**src/rtl/sram_arbiter_pkg.sv**
```systemverilog
`default_nettype none
// ============================================================================
//  Module      : sram_arbiter_pkg
//  Description : Shared types and constants for the two-client SRAM arbiter.
//                Holds the FSM state encoding, the client count, the default
//                bus widths and a small id-to-one-hot helper.
//  Ports       : none (package)
//  Revision    : 1.0  initial release
// ============================================================================
package sram_arbiter_pkg;

    // Number of clients sharing the memory port. The arbiter and the read
    // owner pipeline are built for exactly two.
    localparam int c_N_CLIENTS   = 2;

    // Default widths: 64 entries of 64 bits.
    localparam int c_BW_DATA_DEF = 64;
    localparam int c_BW_ADDR_DEF = 6;

    // Sequencer states.
    typedef enum logic [0:0] {
        ST_IDLE = 1'b0,   // arbitrate client requests
        ST_CLR  = 1'b1    // zero-fill the whole array, one entry per cycle
    } state_t;

    // Convert a client id into its one-hot position on the 2-bit buses.
    function automatic logic [c_N_CLIENTS-1:0] client_onehot(input logic id);
        return id ? 2'b10 : 2'b01;
    endfunction

endpackage : sram_arbiter_pkg
`default_nettype wire

```
**src/rtl/sram_arbiter_if.sv**
```systemverilog
`default_nettype none
// ============================================================================
//  Module      : sram_arbiter_if
//  Description : Bundle of the client-side and memory-side signals of the
//                SRAM arbiter. The arbiter connects through the slave modport;
//                the client/memory environment uses the master modport.
//  Signals     : i_clr/o_busy      clear command and clear-in-progress flag
//                i_req/i_we        per-client request and write enable
//                i_addr/i_wdata    per-client address and write data (packed)
//                o_gnt             combinational one-hot grant
//                o_rvalid/o_rdata  read response (one-hot valid, shared data)
//                o_mem_*           SRAM address/data/enables (enables act-low)
//                i_mem_data        SRAM read data, one cycle after read edge
//  Revision    : 1.0  initial release
// ============================================================================
interface sram_arbiter_if #(
    parameter int BW_DATA = sram_arbiter_pkg::c_BW_DATA_DEF,
    parameter int BW_ADDR = sram_arbiter_pkg::c_BW_ADDR_DEF
);
    import sram_arbiter_pkg::*;

    // Control
    logic                           i_clr;
    logic                           o_busy;

    // Client side
    logic [c_N_CLIENTS-1:0]         i_req;
    logic [c_N_CLIENTS-1:0]         i_we;
    logic [c_N_CLIENTS*BW_ADDR-1:0] i_addr;
    logic [c_N_CLIENTS*BW_DATA-1:0] i_wdata;
    logic [c_N_CLIENTS-1:0]         o_gnt;
    logic [c_N_CLIENTS-1:0]         o_rvalid;
    logic [BW_DATA-1:0]             o_rdata;

    // Memory side
    logic [BW_ADDR-1:0]             o_mem_addr;
    logic [BW_DATA-1:0]             o_mem_data;
    logic                           o_mem_wen;
    logic                           o_mem_oen;
    logic [BW_DATA-1:0]             i_mem_data;

    // Environment view: drives requests and SRAM read data.
    modport master (
        output i_clr, i_req, i_we, i_addr, i_wdata, i_mem_data,
        input  o_busy, o_gnt, o_rvalid, o_rdata,
               o_mem_addr, o_mem_data, o_mem_wen, o_mem_oen
    );

    // Arbiter view.
    modport slave (
        input  i_clr, i_req, i_we, i_addr, i_wdata, i_mem_data,
        output o_busy, o_gnt, o_rvalid, o_rdata,
               o_mem_addr, o_mem_data, o_mem_wen, o_mem_oen
    );

endinterface : sram_arbiter_if
`default_nettype wire

```
**src/rtl/sram_arbiter_rr_arb2.sv**
```systemverilog
`default_nettype none
// ============================================================================
//  Module      : rr_arb2
//  Description : Purely combinational two-way round-robin grant. A lone
//                request is always granted; when both clients request, the
//                client selected by the priority pointer wins.
//  Ports       : i_req[1:0]  request per client
//                i_rr        priority pointer (client index favoured on a tie)
//                o_gnt[1:0]  one-hot grant, or zero when nothing requests
//  Revision    : 1.0  initial release
// ============================================================================
module rr_arb2
    import sram_arbiter_pkg::*;
(
    input  wire logic [c_N_CLIENTS-1:0] i_req,
    input  wire logic                   i_rr,
    output logic      [c_N_CLIENTS-1:0] o_gnt
);

    always_comb begin
        o_gnt = '0;
        unique case (i_req)
            2'b01:   o_gnt = 2'b01;
            2'b10:   o_gnt = 2'b10;
            2'b11:   o_gnt = client_onehot(i_rr);
            default: o_gnt = '0;
        endcase
    end

endmodule : rr_arb2
`default_nettype wire

```
**src/rtl/sram_arbiter.sv**
```systemverilog
`default_nettype none
// ============================================================================
//  Module      : sram_arbiter
//  Description : Two-client round-robin arbiter and sequencer in front of a
//                single-port SRAM (2**BW_ADDR x BW_DATA). Serialises client
//                reads/writes onto the memory port, returns read data two
//                cycles after the grant, and zero-fills the whole array after
//                reset (optional) or on an i_clr pulse.
//  Ports       : i_clk   clock, rising edge
//                i_rstn  asynchronous active-low reset
//                bus     sram_arbiter_if.slave (client + memory signals)
//  Revision    : 1.0  initial release
// ============================================================================
module sram_arbiter #(
    parameter int BW_DATA       = 64,
    parameter int BW_ADDR       = 6,
    parameter bit INIT_ON_RESET = 1'b1
) (
    input  wire logic     i_clk,
    input  wire logic     i_rstn,
    sram_arbiter_if.slave bus
);
    import sram_arbiter_pkg::*;

    // Last address written by a zero-fill.
    localparam logic [BW_ADDR-1:0] c_CNT_LAST = '1;
    // State entered on reset: straight into a clear when auto-init is on.
    localparam state_t c_RST_STATE = state_t'(INIT_ON_RESET ? ST_CLR : ST_IDLE);

    // ------------------------------------------------------------------------
    // State
    // ------------------------------------------------------------------------
    state_t                 r_state;
    state_t                 w_state_nxt;
    logic [BW_ADDR-1:0]     r_cnt;          // zero-fill address
    logic                   r_rr;           // client favoured on a tie

    // Read owner pipeline: stage 1 = memory access in progress,
    // stage 2 = data registered, response presented to the client.
    logic                   r_p1_vld;
    logic                   r_p1_id;
    logic                   r_p2_vld;
    logic                   r_p2_id;
    logic [BW_DATA-1:0]     r_rdata;

    // ------------------------------------------------------------------------
    // Combinational
    // ------------------------------------------------------------------------
    logic [c_N_CLIENTS-1:0] w_arb_gnt;      // raw arbiter decision
    logic [c_N_CLIENTS-1:0] w_gnt;          // grant after state/clear gating
    logic                   w_gnt_id;       // index of granted client
    logic                   w_sel_we;
    logic [BW_ADDR-1:0]     w_sel_addr;
    logic [BW_DATA-1:0]     w_sel_wdata;
    logic                   w_rd_accept;    // read accepted at this edge
    logic [BW_ADDR-1:0]     w_mem_addr;
    logic [BW_DATA-1:0]     w_mem_data;
    logic                   w_mem_wen;
    logic                   w_mem_oen;

    rr_arb2 u_rr_arb2 (
        .i_req (bus.i_req),
        .i_rr  (r_rr),
        .o_gnt (w_arb_gnt)
    );

    // Granted client's fields; only meaningful while w_gnt is non-zero.
    assign w_gnt_id    = w_gnt[1];
    assign w_sel_we    = w_gnt_id ? bus.i_we[1] : bus.i_we[0];
    assign w_sel_addr  = w_gnt_id ? bus.i_addr[2*BW_ADDR-1:BW_ADDR]
                                  : bus.i_addr[BW_ADDR-1:0];
    assign w_sel_wdata = w_gnt_id ? bus.i_wdata[2*BW_DATA-1:BW_DATA]
                                  : bus.i_wdata[BW_DATA-1:0];
    assign w_rd_accept = (|w_gnt) & ~w_sel_we;

    // ------------------------------------------------------------------------
    // Next state, grant and memory port
    // ------------------------------------------------------------------------
    always_comb begin
        w_state_nxt = r_state;
        w_gnt       = '0;
        w_mem_addr  = '0;
        w_mem_data  = '0;
        w_mem_wen   = 1'b1;
        w_mem_oen   = 1'b1;

        unique case (r_state)
            ST_IDLE: begin
                // A clear command wins over any request in the same cycle,
                // so nothing is granted on the transition cycle.
                if (bus.i_clr) begin
                    w_state_nxt = ST_CLR;
                end else begin
                    w_gnt = w_arb_gnt;
                    if (|w_arb_gnt) begin
                        w_mem_addr = w_sel_addr;
                        w_mem_data = w_sel_wdata;
                        w_mem_wen  = ~w_sel_we;
                        w_mem_oen  = w_sel_we;
                    end
                end
            end

            ST_CLR: begin
                // One zero write per cycle; i_clr has no effect here.
                w_mem_addr = r_cnt;
                w_mem_wen  = 1'b0;
                if (r_cnt == c_CNT_LAST) begin
                    w_state_nxt = ST_IDLE;
                end
            end

            default: w_state_nxt = ST_IDLE;
        endcase
    end

    // ------------------------------------------------------------------------
    // State register and counter
    // ------------------------------------------------------------------------
    always_ff @(posedge i_clk or negedge i_rstn) begin
        if (!i_rstn) begin
            r_state <= c_RST_STATE;
            r_cnt   <= '0;
        end else begin
            r_state <= w_state_nxt;
            // The counter wraps back to zero on the last clear write, so each
            // clear starts from address 0 without an explicit reload.
            if (r_state == ST_CLR) begin
                r_cnt <= r_cnt + 1'b1;
            end
        end
    end

    // ------------------------------------------------------------------------
    // Round-robin pointer: after a grant, the other client gets priority.
    // ------------------------------------------------------------------------
    always_ff @(posedge i_clk or negedge i_rstn) begin
        if (!i_rstn) begin
            r_rr <= 1'b0;
        end else if (|w_gnt) begin
            r_rr <= ~w_gnt_id;
        end
    end

    // ------------------------------------------------------------------------
    // Read pipeline. Not flushed by a clear: reads granted just before a
    // clear still return the data read at their grant edge.
    // ------------------------------------------------------------------------
    always_ff @(posedge i_clk or negedge i_rstn) begin
        if (!i_rstn) begin
            r_p1_vld <= 1'b0;
            r_p1_id  <= 1'b0;
            r_p2_vld <= 1'b0;
            r_p2_id  <= 1'b0;
            r_rdata  <= '0;
        end else begin
            r_p1_vld <= w_rd_accept;
            r_p1_id  <= w_gnt_id;
            r_p2_vld <= r_p1_vld;
            r_p2_id  <= r_p1_id;
            // SRAM output is valid the cycle after the read edge; capture it
            // then and hold it otherwise.
            if (r_p1_vld) begin
                r_rdata <= bus.i_mem_data;
            end
        end
    end

    // ------------------------------------------------------------------------
    // Outputs
    // ------------------------------------------------------------------------
    assign bus.o_busy     = (r_state == ST_CLR);
    assign bus.o_gnt      = w_gnt;
    assign bus.o_rvalid   = r_p2_vld ? client_onehot(r_p2_id) : '0;
    assign bus.o_rdata    = r_rdata;
    assign bus.o_mem_addr = w_mem_addr;
    assign bus.o_mem_data = w_mem_data;
    assign bus.o_mem_wen  = w_mem_wen;
    assign bus.o_mem_oen  = w_mem_oen;

endmodule : sram_arbiter
`default_nettype wire

```
**src/flat_wrapper.sv**
```systemverilog
// flat-port wrapper written by rule: the top's interface ports become plain ports
module sram_arbiter_flat import sram_arbiter_pkg::*;
#(
    parameter int BW_DATA       = 64,
    parameter int BW_ADDR       = 6,
    parameter bit INIT_ON_RESET = 1'b1
)
  (i_clk, i_rstn, bus_i_clr, bus_i_req, bus_i_we, bus_i_addr, bus_i_wdata, bus_i_mem_data, bus_o_busy, bus_o_gnt, bus_o_rvalid, bus_o_rdata, bus_o_mem_addr, bus_o_mem_data, bus_o_mem_wen, bus_o_mem_oen);
  sram_arbiter_if #(.BW_DATA(BW_DATA), .BW_ADDR(BW_ADDR)) bus_i ();
  input  wire logic i_clk;
  input  wire logic i_rstn;
  input wire logic [$bits(bus_i.i_clr)-1:0] bus_i_clr;
  input wire logic [$bits(bus_i.i_req)-1:0] bus_i_req;
  input wire logic [$bits(bus_i.i_we)-1:0] bus_i_we;
  input wire logic [$bits(bus_i.i_addr)-1:0] bus_i_addr;
  input wire logic [$bits(bus_i.i_wdata)-1:0] bus_i_wdata;
  input wire logic [$bits(bus_i.i_mem_data)-1:0] bus_i_mem_data;
  output wire logic [$bits(bus_i.o_busy)-1:0] bus_o_busy;
  output wire logic [$bits(bus_i.o_gnt)-1:0] bus_o_gnt;
  output wire logic [$bits(bus_i.o_rvalid)-1:0] bus_o_rvalid;
  output wire logic [$bits(bus_i.o_rdata)-1:0] bus_o_rdata;
  output wire logic [$bits(bus_i.o_mem_addr)-1:0] bus_o_mem_addr;
  output wire logic [$bits(bus_i.o_mem_data)-1:0] bus_o_mem_data;
  output wire logic [$bits(bus_i.o_mem_wen)-1:0] bus_o_mem_wen;
  output wire logic [$bits(bus_i.o_mem_oen)-1:0] bus_o_mem_oen;
  assign bus_i.i_clr = bus_i_clr;
  assign bus_i.i_req = bus_i_req;
  assign bus_i.i_we = bus_i_we;
  assign bus_i.i_addr = bus_i_addr;
  assign bus_i.i_wdata = bus_i_wdata;
  assign bus_i.i_mem_data = bus_i_mem_data;
  assign bus_o_busy = bus_i.o_busy;
  assign bus_o_gnt = bus_i.o_gnt;
  assign bus_o_rvalid = bus_i.o_rvalid;
  assign bus_o_rdata = bus_i.o_rdata;
  assign bus_o_mem_addr = bus_i.o_mem_addr;
  assign bus_o_mem_data = bus_i.o_mem_data;
  assign bus_o_mem_wen = bus_i.o_mem_wen;
  assign bus_o_mem_oen = bus_i.o_mem_oen;
  sram_arbiter #(.BW_DATA(BW_DATA), .BW_ADDR(BW_ADDR), .INIT_ON_RESET(INIT_ON_RESET)) u_core (.i_clk(i_clk), .i_rstn(i_rstn), .bus(bus_i));
endmodule
```
**config.mk**
```make
export PLATFORM = sky130hd
export DESIGN_NAME = sram_arbiter_flat
export DESIGN_NICKNAME = d
export VERILOG_FILES = /design/src/rtl/sram_arbiter_pkg.sv /design/src/rtl/sram_arbiter_if.sv /design/src/rtl/sram_arbiter_rr_arb2.sv /design/src/rtl/sram_arbiter.sv /design/src/flat_wrapper.sv
export SDC_FILE = /design/constraint.sdc
export NUM_CORES = 1
export LEC_CHECK = 0
export ABC_CLOCK_PERIOD_IN_PS = 5200
export BUFFER_PORTS_ARGS = -buffer_cell sky130_fd_sc_hd__buf_2
export CAP_MARGIN = 15
export CORE_AREA = 2 2 135 137
export CTS_BUF_LIST = sky130_fd_sc_hd__clkbuf_8
export CTS_CLUSTER_DIAMETER = 30
export DETAILED_ROUTE_END_ITERATION = 8
export DIE_AREA = 0 0 137 139
export PLACE_DENSITY = 0.57
export SYNTH_ARGS = -nofsm -noshare
export SYNTH_HDL_FRONTEND = slang
export SYNTH_SLANG_ARGS = --single-unit
```
**constraint.sdc**
```tcl
create_clock -name i_clk -period 5.2 [get_ports i_clk]
set_input_delay 1.56 -clock i_clk [delete_from_list [all_inputs] [get_ports i_clk]]
set_output_delay 1.56 -clock i_clk [all_outputs]
set_load 0.005 [all_outputs]
```
==> reports/results.tsv <==
stage	metric	value	unit
critical_path	endpoint_kind	primary output	
clocking	post_cts.resized_instances	0	
route	route.detailed.drc	0	
critical_path	worst_setup_path_type	in -> out	
timing	fin_hold_ws	0.3671	ns
floorplan	die-height	139	µm
place	port-buffer-count	351	
critical_path	critPathMaxStageDelay	0.84	ns
timing	setup-tns-final	0	ns
cells_and_area	top_library_cells_by_usage_in_the_layout_fill_and_taps_aside	buf_2 (350), dfrtp_1 (74), nand4_1 (72)	
power	power.total	1.750	mW
critical_path	path_max_fanout	38	
place	place_area	6409	µm²
power	ir_worst_vdd	142.1	µV
clocking	cts_num_sinks	76	
floorplan	io_pins	352	
route	detail_route.vias_per_cell	5.006	
synthesis	synth_fp_nets	659	
cells_and_area	antennaDiodeCount	0	
floorplan	core-area	17660	µm²
clocking	clkLatencyLatePin	0.35	ns
hold_path	timing.hold.worst.class	reg -> reg	
global_routing	globalRoute.totalOverflow	0	
critical_path	critical_path.slowest_cell	o21ai_4	
global_routing	number_of_antenna_violations_at_the_first_check_in_global_routing	0	
timing	grt_setup_unrepaired	false	
cells_and_area	finish.instance_area	6615	µm²
critical_path	cp_cell_sequence	buf_2, o21ai_4, buf_4, a21oi_1, buf_2	
timing	timing.slew.headroom	28.66	%
place	placed_wire_length_estimate_after_detailed_placement	12.42	mm
critical_path	required	3.64	ns
timing	setup_viol	0	
place	dp_worst_setup_slack	0.5287	ns
critical_path	kind_of_start_point_of_the_critical_path	input port	
power	total_leakage_power	3.380	nW
synthesis	syn_avg_cell_area	10.07	µm²
global_routing	wire_length_of_the_first_global_routing_pass	24.80	mm
route	drt_first_iter_violations	177	
timing	layout_worst_path_cycle_share	89.85	%
route	final_antenna_net_count	0	
timing	hold_viol_final	0	
timing	maxClockFrequency	214.0	MHz
cells_and_area	post_route_cells_drive_above_1_share	59.19	%
clocking	tritoncts.num_buffers	9	
cells_and_area	flow.area_growth_from_synthesis	46.98	%
synthesis	synth_top_flop_cell	dfrtp_1	
clocking	clk_pin_slew	0.09	ns
cells_and_area	n_fill_cell	1804	
global_routing	pin_count_of_the_biggest_net_entering_global_routing	77	
clocking	cts_htree_levels	3	
synthesis	netlist_instances	447	
critical_path	r2r_setup_slack	3.56	ns
cells_and_area	final_core_utilization	37.46	%
floorplan	die-area	19040	µm²
place	placed_instances	980	
timing	setup_ws	0.5280	ns
synthesis	netlist_area	4501	µm²
route	vias	4986	
cells_and_area	final_nets	974	
floorplan	floorplan.initialDensity	25.49	%
place	gp_congestion	0.8789	
synthesis	synth_warnings	0	
clocking	cts_max_path_buffers	2	
clocking	cts-root-buf	clkbuf_8	
route	totalWireLength	16.67	mm
critical_path	timing.critical_path.mode_cell	buf_2	
status	outcome	completed	
synthesis	number_of_synthesized_flops_with_an_enable_pin	0	
global_routing	global_route.usage.total	16.28	%
synthesis	synth_sequential_area_ratio	42.29	%
flow_run	max_cap_violations	0	
timing	finalWorstPathRequiredPeriod	4.672	ns
power	power.density	264.6	nW/µm²
clocking	cts_setup_buffers	0	
critical_path	worst_ep_arrival_time	3.11	ns
synthesis	postSynthRegisterBits	76	
floorplan	core.rowCount	49	
synthesis	yosys.cell_types.count	33	
global_routing	grt_pass1_vias	4749	
clocking	ctsHoldBuffers	0	
cells_and_area	layout.cells.most_common	buf_2	
synthesis	proportion_of_register_bits_with_asynchronous_set_or_reset_after_synthesis	100.0	%
route	detail_route.wl_per_cell	16.73	µm
cells_and_area	post_layout_instance_count_excluding_filler_cells	996	
route	detail_route.first_pass.iterations	5	
timing	timing_worst_slew_pin_value	1.066	ns
clocking	cts_tree	built	
timing	slew_viol_final	0	
floorplan	die_width	137	µm
timing	finalClockSkew	0.01032	ns
## power by group
part	switching [mW]	total [mW]	leakage, nW	internal (mW)
combinational	0.301	0.552	2.29	0.251
sequential	0.0610	0.727	0.996	0.666
clock	0.242	0.472	0.0984	0.229
total	0.604	1.75	3.38	1.15
## flip-flops by register name, summed over array words and instances, names as in the netlist
name,cells
u_core.bus.o_busy,1
u_core.bus.o_rdata,64
u_core.r_cnt,6
u_core.r_p1_id,1
u_core.r_p1_vld,1
u_core.r_p2_id,1
u_core.r_p2_vld,1
u_core.r_rr,1
## path summary, 6_finish.rpt
kind,startpoint,end,depth (start not counted)
setup / recovery,bus_i_req[0],bus_o_mem_data[7],5
hold / removal,u_core.r_p1_id$_DFF_PN0_,u_core.r_p2_id$_DFF_PN0_,0
setup reg to reg,u_core.bus.o_busy$_DFF_PN1_,u_core.r_p1_vld$_DFF_PN0_,4
hold reg to reg,u_core.r_p1_id$_DFF_PN0_,u_core.r_p2_id$_DFF_PN0_,0
max in group asynchronous,i_rstn,u_core.r_p1_vld$_DFF_PN0_,1
min in group asynchronous,i_rstn,u_core.bus.o_rdata[8]$_DFFE_PN0P_,1
## critical path, delay by kind of cell
family,cells,cell delay (ns)
AO/OA/AOI/OAI,2,0.91
buffers and inverters,3,0.63
## metal layers
metal	track usage, %	share of wire (%)	vias to the layer above
met1	20.83	42	2316
met4	5.046	1.8	0
met2	27.55	48	278
li1	-	-	2373
met5	0	0	-
met3	3.034	8.7	19
## cell type report
cell class	instances	area [µm²]	area share [%]
clock inverters	7	82.58	1.248
clock buffers	9	123.9	1.873
repair buffers	363	1912	28.90
flip-flops and latches	76	1904	28.79
inverters	8	30.03	0.4539
multi-input cells	304	2276	34.41
well taps	229	286.5	4.331
## cell usage after synthesis, types with 4 or more instances
cell type  count  area share [%]
dfrtp_1       75              42
nand4_1       72              10
a21oi_1       65             7.2
mux2_2        65              16
o31ai_1       64              11
buf_2         32             3.6
clkbuf_1      14             1.2
nand2_1        8            0.67
buf_6          6             1.5
inv_1          6            0.50
o311ai_0       6             1.2
buf_1          5            0.42
xnor2_1        4            0.78
## logic make-up (layout without fill, tap and decap cells)
logic type | after synthesis | count (layout) | share of synthesized area (%)
AOI/OAI and AO/OA | 141 | 141 | 20.16
and+or+nand+nor | 92 | 92 | 12.40
DFF | 76 | 76 | 42.29
buffers and inverters | 67 | 387 | 7.645
muxes | 65 | 65 | 16.26
xor gates and xnor gates | 5 | 5 | 0.9730
adders and majority gates | 1 | 1 | 0.2780
No activity file was read; power rests on OpenSTA's default activity.
